==> src/rtl/eth_fcs_appender.sv <==
// eth_fcs_appender: pads frames to MIN_FRAME, appends CRC-32 FCS, enforces IFG.
// in_*: byte stream (valid/ready/first/last); out_*: byte stream; err_oversize: truncation pulse.
module eth_fcs_appender #(
  parameter int MIN_FRAME = 60,
  parameter int MAX_FRAME = 1514,
  parameter int IFG_BYTES = 12
) (
  input  logic       clk,
  input  logic       reset,
  input  logic [7:0] in_data,
  input  logic       in_valid,
  input  logic       in_first,
  input  logic       in_last,
  output logic       in_ready,
  output logic [7:0] out_data,
  output logic       out_valid,
  output logic       out_last,
  input  logic       out_ready,
  output logic       err_oversize
);

  localparam logic [31:0] POLY = 32'hEDB88320;
  localparam logic [31:0] INIT = 32'hFFFFFFFF;
  localparam logic [10:0] MIN_C = 11'(MIN_FRAME);
  localparam logic [10:0] MAX_C = 11'(MAX_FRAME);
  localparam int IW = $clog2(IFG_BYTES + 1);
  localparam logic [IW-1:0] IFG_END = IW'(IFG_BYTES - 1);

  typedef enum logic [2:0] {
    S_IDLE,
    S_PASS,
    S_PAD,
    S_FCS,
    S_DROP,
    S_IFG
  } state_t;

  state_t state;
  state_t state_nxt;

  logic [31:0]   crc;
  logic [31:0]   crc_nxt;
  logic [10:0]   byte_cnt;
  logic [10:0]   cnt_inc;
  logic [1:0]    fcs_idx;
  logic [IW-1:0] ifg_cnt;
  logic          trunc;

  logic       load;
  logic       acc;
  logic       emit;
  logic       emit_last;
  logic [7:0] emit_data;
  logic [7:0] fcs_byte;
  logic       crc_en;
  logic       oversize_hit;

  // Reflected CRC-32, LSB of the byte first.
  function automatic logic [31:0] crc_byte(
    input logic [31:0] c,
    input logic [7:0]  d
  );
    logic [31:0] r;
    r = c ^ {24'h0, d};
    for (int i = 0; i < 8; i++) begin
      r = r[0] ? ((r >> 1) ^ POLY) : (r >> 1);
    end
    return r;
  endfunction

  assign load    = !out_valid || out_ready;
  assign acc     = in_valid && in_ready;
  assign cnt_inc = byte_cnt + 11'd1;
  assign crc_nxt = crc_byte(crc, emit_data);
  assign crc_en  = emit && (state != S_FCS);

  // The MAX_FRAME-th byte with in_last is a normal end, not a truncation.
  assign oversize_hit = (state == S_PASS) && acc
                     && !in_last && (cnt_inc == MAX_C);

  always_comb begin
    fcs_byte = ~crc[7:0];
    unique case (1'b1)
      (fcs_idx == 2'd0): fcs_byte = ~crc[7:0];
      (fcs_idx == 2'd1): fcs_byte = ~crc[15:8];
      (fcs_idx == 2'd2): fcs_byte = ~crc[23:16];
      (fcs_idx == 2'd3): fcs_byte = ~crc[31:24];
      default:           fcs_byte = ~crc[7:0];
    endcase
  end

  always_ff @(posedge clk) begin
    if (reset) begin
      state <= S_IDLE;
    end else begin
      state <= state_nxt;
    end
  end

  always_comb begin
    state_nxt = state;
    unique case (state)
      S_IDLE: begin
        if (acc && in_first) begin
          if (!in_last) begin
            state_nxt = S_PASS;
          end else if (11'd1 < MIN_C) begin
            state_nxt = S_PAD;
          end else begin
            state_nxt = S_FCS;
          end
        end
      end
      S_PASS: begin
        if (acc) begin
          if (in_last) begin
            state_nxt = (cnt_inc < MIN_C) ? S_PAD : S_FCS;
          end else if (cnt_inc == MAX_C) begin
            state_nxt = S_FCS;
          end
        end
      end
      S_PAD: begin
        if (load && (cnt_inc == MIN_C)) begin
          state_nxt = S_FCS;
        end
      end
      S_FCS: begin
        if (load && (fcs_idx == 2'd3)) begin
          state_nxt = trunc ? S_DROP : S_IFG;
        end
      end
      S_DROP: begin
        if (acc && in_last) begin
          state_nxt = S_IFG;
        end
      end
      S_IFG: begin
        if (load && (ifg_cnt == IFG_END)) begin
          state_nxt = S_IDLE;
        end
      end
      default: state_nxt = S_IDLE;
    endcase
  end

  always_comb begin
    in_ready  = 1'b0;
    emit      = 1'b0;
    emit_data = in_data;
    emit_last = 1'b0;
    unique case (state)
      S_IDLE: begin
        in_ready = load;
        emit     = acc && in_first;
      end
      S_PASS: begin
        in_ready = load;
        emit     = acc;
      end
      S_PAD: begin
        emit      = load;
        emit_data = 8'h00;
      end
      S_FCS: begin
        emit      = load;
        emit_data = fcs_byte;
        emit_last = (fcs_idx == 2'd3);
      end
      S_DROP: begin
        in_ready = 1'b1;
      end
      S_IFG: begin
        in_ready = 1'b0;
      end
      default: begin
        in_ready = 1'b0;
      end
    endcase
  end

  always_ff @(posedge clk) begin
    if (reset) begin
      out_valid    <= 1'b0;
      out_data     <= 8'h00;
      out_last     <= 1'b0;
      err_oversize <= 1'b0;
      crc          <= INIT;
      byte_cnt     <= 11'd0;
      fcs_idx      <= 2'd0;
      ifg_cnt      <= '0;
      trunc        <= 1'b0;
    end else begin
      err_oversize <= oversize_hit;
      if (load) begin
        out_valid <= emit;
        out_last  <= emit_last;
        if (emit) begin
          out_data <= emit_data;
        end
      end
      if (crc_en) begin
        crc <= crc_nxt;
      end
      if (oversize_hit) begin
        trunc <= 1'b1;
      end
      unique case (state)
        S_IDLE: begin
          if (emit) begin
            byte_cnt <= 11'd1;
          end
        end
        S_PASS, S_PAD: begin
          if (emit) begin
            byte_cnt <= cnt_inc;
          end
        end
        S_FCS: begin
          if (emit) begin
            fcs_idx <= fcs_idx + 2'd1;
          end
        end
        S_IFG: begin
          // Gap counts free output slots, so it starts as the last FCS byte drains.
          if (load) begin
            if (ifg_cnt == IFG_END) begin
              ifg_cnt  <= '0;
              crc      <= INIT;
              byte_cnt <= 11'd0;
              trunc    <= 1'b0;
            end else begin
              ifg_cnt <= ifg_cnt + 1'b1;
            end
          end
        end
        default: begin
        end
      endcase
    end
  end

endmodule

==> config.mk <==
export PLATFORM = sky130hd
export DESIGN_NAME = eth_fcs_appender
export DESIGN_NICKNAME = d
export VERILOG_FILES = /design/src/rtl/eth_fcs_appender.sv
export SDC_FILE = /design/constraint.sdc
export NUM_CORES = 1
export LEC_CHECK = 0
export ABC_AREA = 0
export CORE_MARGIN = 2
export CORE_UTILIZATION = 65
export DETAILED_ROUTE_END_ITERATION = 12
export PLACE_DENSITY = 0.85
export SLEW_MARGIN = 5
export SYNTH_ARGS = -nofsm -noshare
export SYNTH_HDL_FRONTEND = slang
export SYNTH_SLANG_ARGS = --single-unit
==> constraint.sdc <==
create_clock -name clk -period 8.7 [get_ports clk]
set_clock_uncertainty 0.2 [all_clocks]
set_input_delay 1.74 -clock clk [delete_from_list [all_inputs] [get_ports clk]]
set_output_delay 1.74 -clock clk [all_outputs]
set_load 0.005 [all_outputs]
# [Yosys cells after proc, flatten, opt, wreduce, memory -nomap -nowiden]
# Cells that the tools add are included.
[totals] reg_bits=64 input_bits=14 out_inout_bits=12 wordCells=112
[classes] n_addsub=3 magnitude_cmp=1 eq_ne=23 n_mux=39 bitwise=13 reduce_logical=23
[op_table] cell="$mux 32" count=12
[op_table] cell="$not 13->14" count=8
[op_table] cell="$mux 11" count=4
[op_table] cell="$pmux 11 s3" count=1
[op_table] cell="$not 8->8" count=4
[op_table] cell="$xor 32x8->32" count=1
[op_table] cell="$mux 3" count=8
[op_table] cell="$pmux 8 s3" count=1
[op_table] cell="$ne 2x2->1 const B" count=10
[op_table] cell="$pmux 3 s6" count=1
[op_table] cell="$pmux 8 s2" count=1
[op_table] cell="$add 11x1->11 const B" count=1
[op_table] cell="$eq 11x11->1 const B" count=1
[op_table] cell="$eq 11x6->1 const B" count=1
[op_table] cell="$lt 11x6->1 const B" count=1
[op_table] cell="$logic_and 1x1->1" count=10
[op_table] cell="$mux 1" count=7
[op_table] cell="$reduce_and 7->1" count=1
[op_table] cell="$eq 3x2->1 const B" count=2
[op_table] cell="$eq 3x3->1 const B" count=2
[op_table] cell="$ne 3x2->1 const B" count=2
[op_table] cell="$reduce_and 2->1" count=3
[op_table] cell="$reduce_or 2->1" count=3
[op_table] cell="$reduce_and 5->1" count=1
[op_table] cell="14 further kinds" count=16

# [Logic depth before layout (Yosys ltp)]
# Gate-level depths: netlist of run 1.
[logic_depth] word_depth=24 depth_mapped=11

# [Worst setup path after synthesis of run 1]
# No wires, ideal clock.
[synth_timing] path_kind="input to output" from="in out_ready" to="out in_ready" t_arrival_ns=2.126 required_ns=6.760 setup_slack_ns=4.634 stages=3 n_path_buf=0 cell_sequence="nand2b_1 -> nor2_1 -> a211oi_1"
[synth_via] elab_chain_cells=2
[synth_rtl] item="from (decl)" line="18" source="input logic out_ready,"
[synth_rtl] item="$logic_or 1x1->1" line="71" source="assign load = !out_valid || out_ready;"
[synth_rtl] item="$pmux 1 s2" line="152" source="unique case (state)"
[synth_rtl] item="to (decl)" line="14" source="output logic in_ready,"
# No other way between the ends.

# [Final worst setup path of run 1]
# Same ends and word-level chain as after synthesis.

==> impl_metrics.py, run 1 <==
metrics = {
    "run_status": {
        "status": "complete, no violations",
    },
    "floorplan": {
        "rows": 29,
        "start_util_pct": 67.32,
        "die_x_um": 85.33,
        "fp.dieH_um": 85.33,
        "dieArea_um2": 7280,
        "coreArea_um2": 6386,
        "ios": 26,
    },
    "clock_tree": {
        "clock_sinks": 64,
        "holdBufCountCts": 0,
        "cts.path.max_buffers": 2,
        "cts_setup_buffers": 0,
        "clk_latency_ps": 350,
        "cts_tree": "done",
        "cts_buffers": 9,
        "htreeDepth": 3,
        "cts_resized": 0,
        "root_buffer": "clkbuf_8",
        "clkSlewWorstSetupHoldPaths_ps": 70,
    },
    "routing": {
        "vias": 3814,
        "drt_iter0_markers": 269,
        "drtPass1Iterations": 5,
        "routed_via_density": 6.325,
        "avgRoutedWirePerCell_um": 17.11,
        "wl_um": 10320,
        "final_antenna_net_count": 0,
        "drc_errors": 0,
    },
    "final_layout": {
        "finalNetCount": 542,
        "drive_above_1_share_pct": 7.985,
        "diodes": 0,
        "fin_util_pct": 74.18,
        "nFillCells": 470,
        "fin_cells": 603,
        "area_growth_syn_to_layout_pct": 10.19,
    },
    "yosys": {
        "avgSynthCellArea_um2": 8.364,
        "ys_top_cells_by_count": "dfxtp_1, nand2_1, xnor2_1",
        "yosysTopAreaCellShare_pct": 29.80,
        "syn_area_um2": 4299,
        "yosysMostFrequentCell": "dfxtp_1",
        "synth-async-reset-ratio_pct": 0,
        "synth_edf_count": 0,
        "yosysTopAreaCell": "dfxtp_1",
        "ys_warn_count": 0,
        "syn-num-nets": 535,
        "ys_types": 61,
        "yosysSeqAreaShare_pct": 29.80,
        "synth_area_leaders": "dfxtp_1, xnor2_1, nand2_1, o211ai_1, xor2_1",
        "synth-seq-cells": 64,
        "postSynthCellCount": 514,
        "ys.flop_type": "dfxtp_1",
    },
    "setup_path": {
        "reg2reg_from": "fcs_idx[0]",
        "startpoint_type": "primary input",
        "path_buf_inv": 2,
        "r2r_cells": 10,
        "criticalPathCategory": "in2out",
        "cp_common_cell": "clkdlybuf4s50_1",
        "rrSetupSlack_ps": 5010,
        "slowest_stage": "clkdlybuf4s50_1",
        "critPathLaunch": "out_ready",
        "crit_family": "buffers and inverters",
        "worstPathMaxFanout": 2,
        "worstPathArrival_ps": 3140,
        "endpoint": "in_ready",
        "max_stage_delay_ps": 530,
        "cp.required_ps": 6760,
        "rr_endpoint": "crc[20]",
        "crit_cells": 5,
        "crit_chain": "clkdlybuf4s50_1 > nand2b_1 > nor2_1 > a211oi_1 > clkdlybuf4s50_1",
        "end_kind": "output pin",
    },
    "timing": {
        "rsz0062_at_grt": "no",
        "drv_slew": 0,
        "max_freq_mhz": 196.9,
        "fin_ws_ps": 3620,
        "fin_crit_ps": 5080,
        "timing.hold.ws_ps": 264.3,
        "hold_viol_final": 0,
        "worst_slew_pin_slew_ps": 835.3,
        "final.setup.tns_ps": 0,
        "relSlewSlack_pct": 44.20,
        "setup_viol": 0,
        "finalCritPeriodShare_pct": 58.39,
    },
    "place": {
        "dp_slack_ps": 3626,
        "portBuffers": 25,
        "dpl.cell_count": 587,
        "dpl.hpwl_um": 7097,
        "gp_congestion": 0.8903,
    },
    "grt": {
        "gr-total-overflow": 0,
        "antenna_found_initial": 0,
        "grt_pass1_vias": 3619,
        "track_usage_pct": 29.84,
        "grt_max_degree": 44,
        "grt_pass1_wl_um": 17310,
    },
    "min_path": {
        "hold_class": "reg2reg",
    },
    "pwr": {
        "vdd_drop_max_v": 0.0002202,
        "p_leak_nw": 1.645,
        "powerDensity_nw_per_um2": 428.6,
    },
    "flow_run": {
        "maxCapViolCount": 0,
    },
}
==> report_power, final <==
part | switching [mW] | total (mW) | internal, mW
registers | 0.100 | 0.478 | 0.378
logic | 0.707 | 1.29 | 0.581
clock network | 0.116 | 0.264 | 0.147
==> state kept, by name, indices dropped and copies added, names as in the netlist <==
name          count
crc              32
byte_cnt         11
out_data          8
ifg_cnt           4
state             3
fcs_idx           2
err_oversize      1
out_last          1
out_valid         1
trunc             1
==> layout by cell type, fill, tap and decap left out, drive strengths merged, types with 8 or more instances in the layout <==
cell type	netlist	routed
nand2b	8	8
or3	13	13
o21ai	20	20
nor2b	19	19
clkdlybuf4s50	0	25
nor2	34	34
nand2	63	63
dfxtp	64	64
a211oi	14	14
nor3	11	11
nor4	8	8
o211ai	29	29
a21oi	25	25
xor2	26	26
clkbuf	24	13
nand3	11	11
xnor2	51	51
==> worst register-to-register path: stages (launching register included) <==
cell and delay, ps:
dfxtp_1 330, inv_1 110, ha_1 690, and4bb_1 420, nand2_1 120, mux2i_1 110
a211oi_4 680, xor2_1 230, xnor2_1 400, xnor2_1 170, o211ai_1 90
==> how the worst min path moves through the flow <==
stage              from       end  slack [ps]  cells past startpoint
2_1_floorplan     trunc     trunc         240                      1
3_3_place_gp      trunc     trunc         250                      1
3_5_place_dp      trunc     trunc         250                      1
4_1_cts        out_last  out_last         270                      2
5_1_grt           trunc     trunc         300                      1
6_report       out_last  out_last         260                      2
==> logic make-up after synthesis <==
group	after synthesis	share of synthesized area [%]
muxes	5	1.164
adders and majority gates	7	2.037
and+or+nand+nor	201	25.70
DFF	64	29.80
AOI/OAI and AO/OA	118	18.77
xor gates and xnor gates	78	18.39
buffers and inverters	41	4.133
==> stage by stage <==
step                power, mW  area [um2]
finish                  2.030        4737
global route            2.184        4737
floorplan               1.511        4299
CTS                     2.026        4737
detailed placement      1.755        4538
global placement        1.716        4538
==> layer usage <==
metal	up-vias	GRT usage, %	share of wire [%]
li1	1844	-	-
met1	1825	37.78	43
met2	122	50.85	49
met3	23	4.767	5.2
met4	0	11.69	2.2
met5	-	0	0
==> final cells by class <==
cell class / instances / area (um2) / area share [%]
inverters: 7 / 26.28 / 0.5547
well taps: 77 / 96.34 / 2.034
multi-input cells: 409 / 2846 / 60.09
clock buffers: 13 / 158.9 / 3.354
repair buffers: 30 / 287.8 / 6.075
clock inverters: 3 / 40.04 / 0.8452
flip-flops and latches: 64 / 1281 / 27.05
(Power assumes the default switching activity.)
==> inputs of run 2 (changes only) <==
- CORE_UTILIZATION: 65 -> 54
- PLACE_DENSITY: 0.85 -> 0.75
- clock period: 8.7 -> 4.5 ns (I/O delays scaled with it)
==> impl_metrics.py, run 2 (synthesized netlist as in run 1, its figures left out) <==
metrics = {
    "setup_path": {
        "cp_common_cell": "xnor2_1",
        "r2r_cells": 8,
        "cp.required_ps": 4480,
        "crit_family": "simple AND/OR/NAND/NOR gates",
        "max_stage_delay_ps": 750,
        "reg2reg_from": "state[2]",
        "worstPathArrival_ps": 3640,
        "rrSetupSlack_ps": 850,
        "slowest_stage": "dfxtp_1",
        "startpoint_type": "flop",
        "end_kind": "flop",
        "crit_chain": "nand2b_1 > or3_1 > mux2i_1 > a211oi_4 > xor2_1 > xnor2_1 > xnor2_1 > o211ai_1",
        "worstPathMaxFanout": 22,
        "path_buf_inv": 0,
        "rr_endpoint": "crc[20]",
        "criticalPathCategory": "reg2reg",
    },
    "routing": {
        "vias": 3696,
        "final_antenna_net_count": 0,
        "wl_um": 10250,
        "routed_via_density": 5.857,
        "avgRoutedWirePerCell_um": 16.24,
        "drtPass1Iterations": 5,
        "drc_errors": 0,
        "drt_iter0_markers": 236,
    },
    "clock_tree": {
        "cts_tree": "done",
        "clk_latency_ps": 350,
        "cts.path.max_buffers": 2,
        "root_buffer": "clkbuf_8",
        "htreeDepth": 3,
        "clock_sinks": 64,
        "cts_buffers": 9,
        "cts_setup_buffers": 0,
        "holdBufCountCts": 0,
        "cts_resized": 0,
        "clkSlewWorstSetupHoldPaths_ps": 70,
    },
    "floorplan": {
        "die_x_um": 93.23,
        "fp.dieH_um": 93.23,
        "rows": 32,
        "coreArea_um2": 7727,
        "dieArea_um2": 8691,
        "ios": 26,
        "start_util_pct": 55.63,
    },
    "final_layout": {
        "reg_top3": "crc x32, byte_cnt x11, out_data x8",
        "finalNetCount": 547,
        "final_cell_mix": "dfxtp_1, nand2_1, xnor2_1, nor2_1, o211ai_1",
        "diodes": 0,
        "drive_above_1_share_pct": 8.507,
        "fin_util_pct": 61.85,
        "largest_reg_flops": 32,
        "layout_commonest_cell": "dfxtp_1",
        "area_growth_syn_to_layout_pct": 11.18,
        "top_register": "crc",
    },
    "timing": {
        "worst_slew_pin_slew_ps": 837.0,
        "finalCritPeriodShare_pct": 81.21,
        "setup_viol": 0,
        "hold_viol_final": 0,
        "rsz0062_at_grt": "no",
        "fin_crit_ps": 3655,
        "final.setup.tns_ps": 0,
        "drv_slew": 0,
        "relSlewSlack_pct": 44.02,
        "timing.hold.ws_ps": 263.6,
        "max_freq_mhz": 273.6,
        "fin_ws_ps": 845.5,
    },
    "place": {
        "dp_slack_ps": 952.3,
        "gp_congestion": 0.8734,
        "dpl.hpwl_um": 7260,
        "portBuffers": 25,
    },
    "grt": {
        "grt_max_degree": 61,
        "grt_pass1_vias": 3384,
        "grt_pass1_wl_um": 16880,
        "track_usage_pct": 24.80,
        "gr-total-overflow": 0,
        "antenna_found_initial": 0,
    },
    "min_path": {
        "hold_end": "out_last",
        "hold_class": "reg2reg",
        "hp-start": "out_last",
        "hold_depth": 2,
    },
    "pwr": {
        "power_mw": 3.881,
        "powerDensity_nw_per_um2": 812.0,
        "pwr-share-seq_pct": 23.4,
        "combPwrFrac_pct": 64.8,
        "swShare_pct": 45.69,
        "switching_power_mw": 1.773,
        "vdd_drop_max_v": 0.0006391,
        "internal-power_mw": 2.108,
        "clkPwrFrac_pct": 11.8,
        "p_leak_nw": 1.656,
    },
    "run_status": {
        "status": "complete, no violations",
    },
    "flow_run": {
        "maxCapViolCount": 0,
    },
}
## run 2: cell types whose count changed in the layout (fill, tap and decap cells not counted), sizes merged
cell	previous run	this run
clkbuf	13	14
buf	5	10
clkinv	2	0
bufinv	1	0
## run 2: area by class of cell
cell class,count,area (um2)
flip-flops and latches,64,1281
fillers,672,2948
repair buffers,35,325.3
multi-input cells,409,2846
clock buffers,14,172.7
well taps,102,127.6
inverters,7,26.28
## run 2: power by group through the flow
stage / registers (mW) / clock network, mW / logic [mW]
floorplan: 0.855 / 0 / 2.07
global placement: 0.910 / 0 / 2.45
detailed placement: 0.917 / 0 / 2.49
CTS: 0.904 / 0.464 / 2.51
global route: 0.928 / 0.492 / 2.76
finish: 0.908 / 0.458 / 2.51
## run 2: stage by stage
stage,cell area (um2),std cells
global route,4780,631
finish,4780,631
global placement,4607,617
CTS,4780,631
floorplan,4299,514
detailed placement,4607,617
## run 2: worst max path at each step
stage,startpoint,end,depth (start not counted)
after floorplan,fcs_idx[0],crc[5],10
after global placement,state[2],crc[29],8
after detailed placement,state[2],crc[23],8
after CTS,state[2],crc[20],8
after global routing,fcs_idx[0],crc[20],10
final,state[2],crc[20],8
## run 2: worst register-to-register path, stage by stage (launching register included)
cell and delay (ps):
dfxtp_1 750, nand2b_1 700, or3_1 200, mux2i_1 100, a211oi_4 670, xor2_1 240, xnor2_1 350, xnor2_1 160
o211ai_1 100
## run 2: metal layers
| layer | vias to the layer above | wire (um) | GRT usage (%) |
|---|---|---|---|
| met1 | 1710 | 4919 | 35.99 |
| met2 | 127 | 4467 | 36.39 |
| met3 | 9 | 702 | 4.915 |
| met5 | - | 0 | 0 |
| met4 | 0 | 155 | 8.946 |
| li1 | 1850 | - | - |
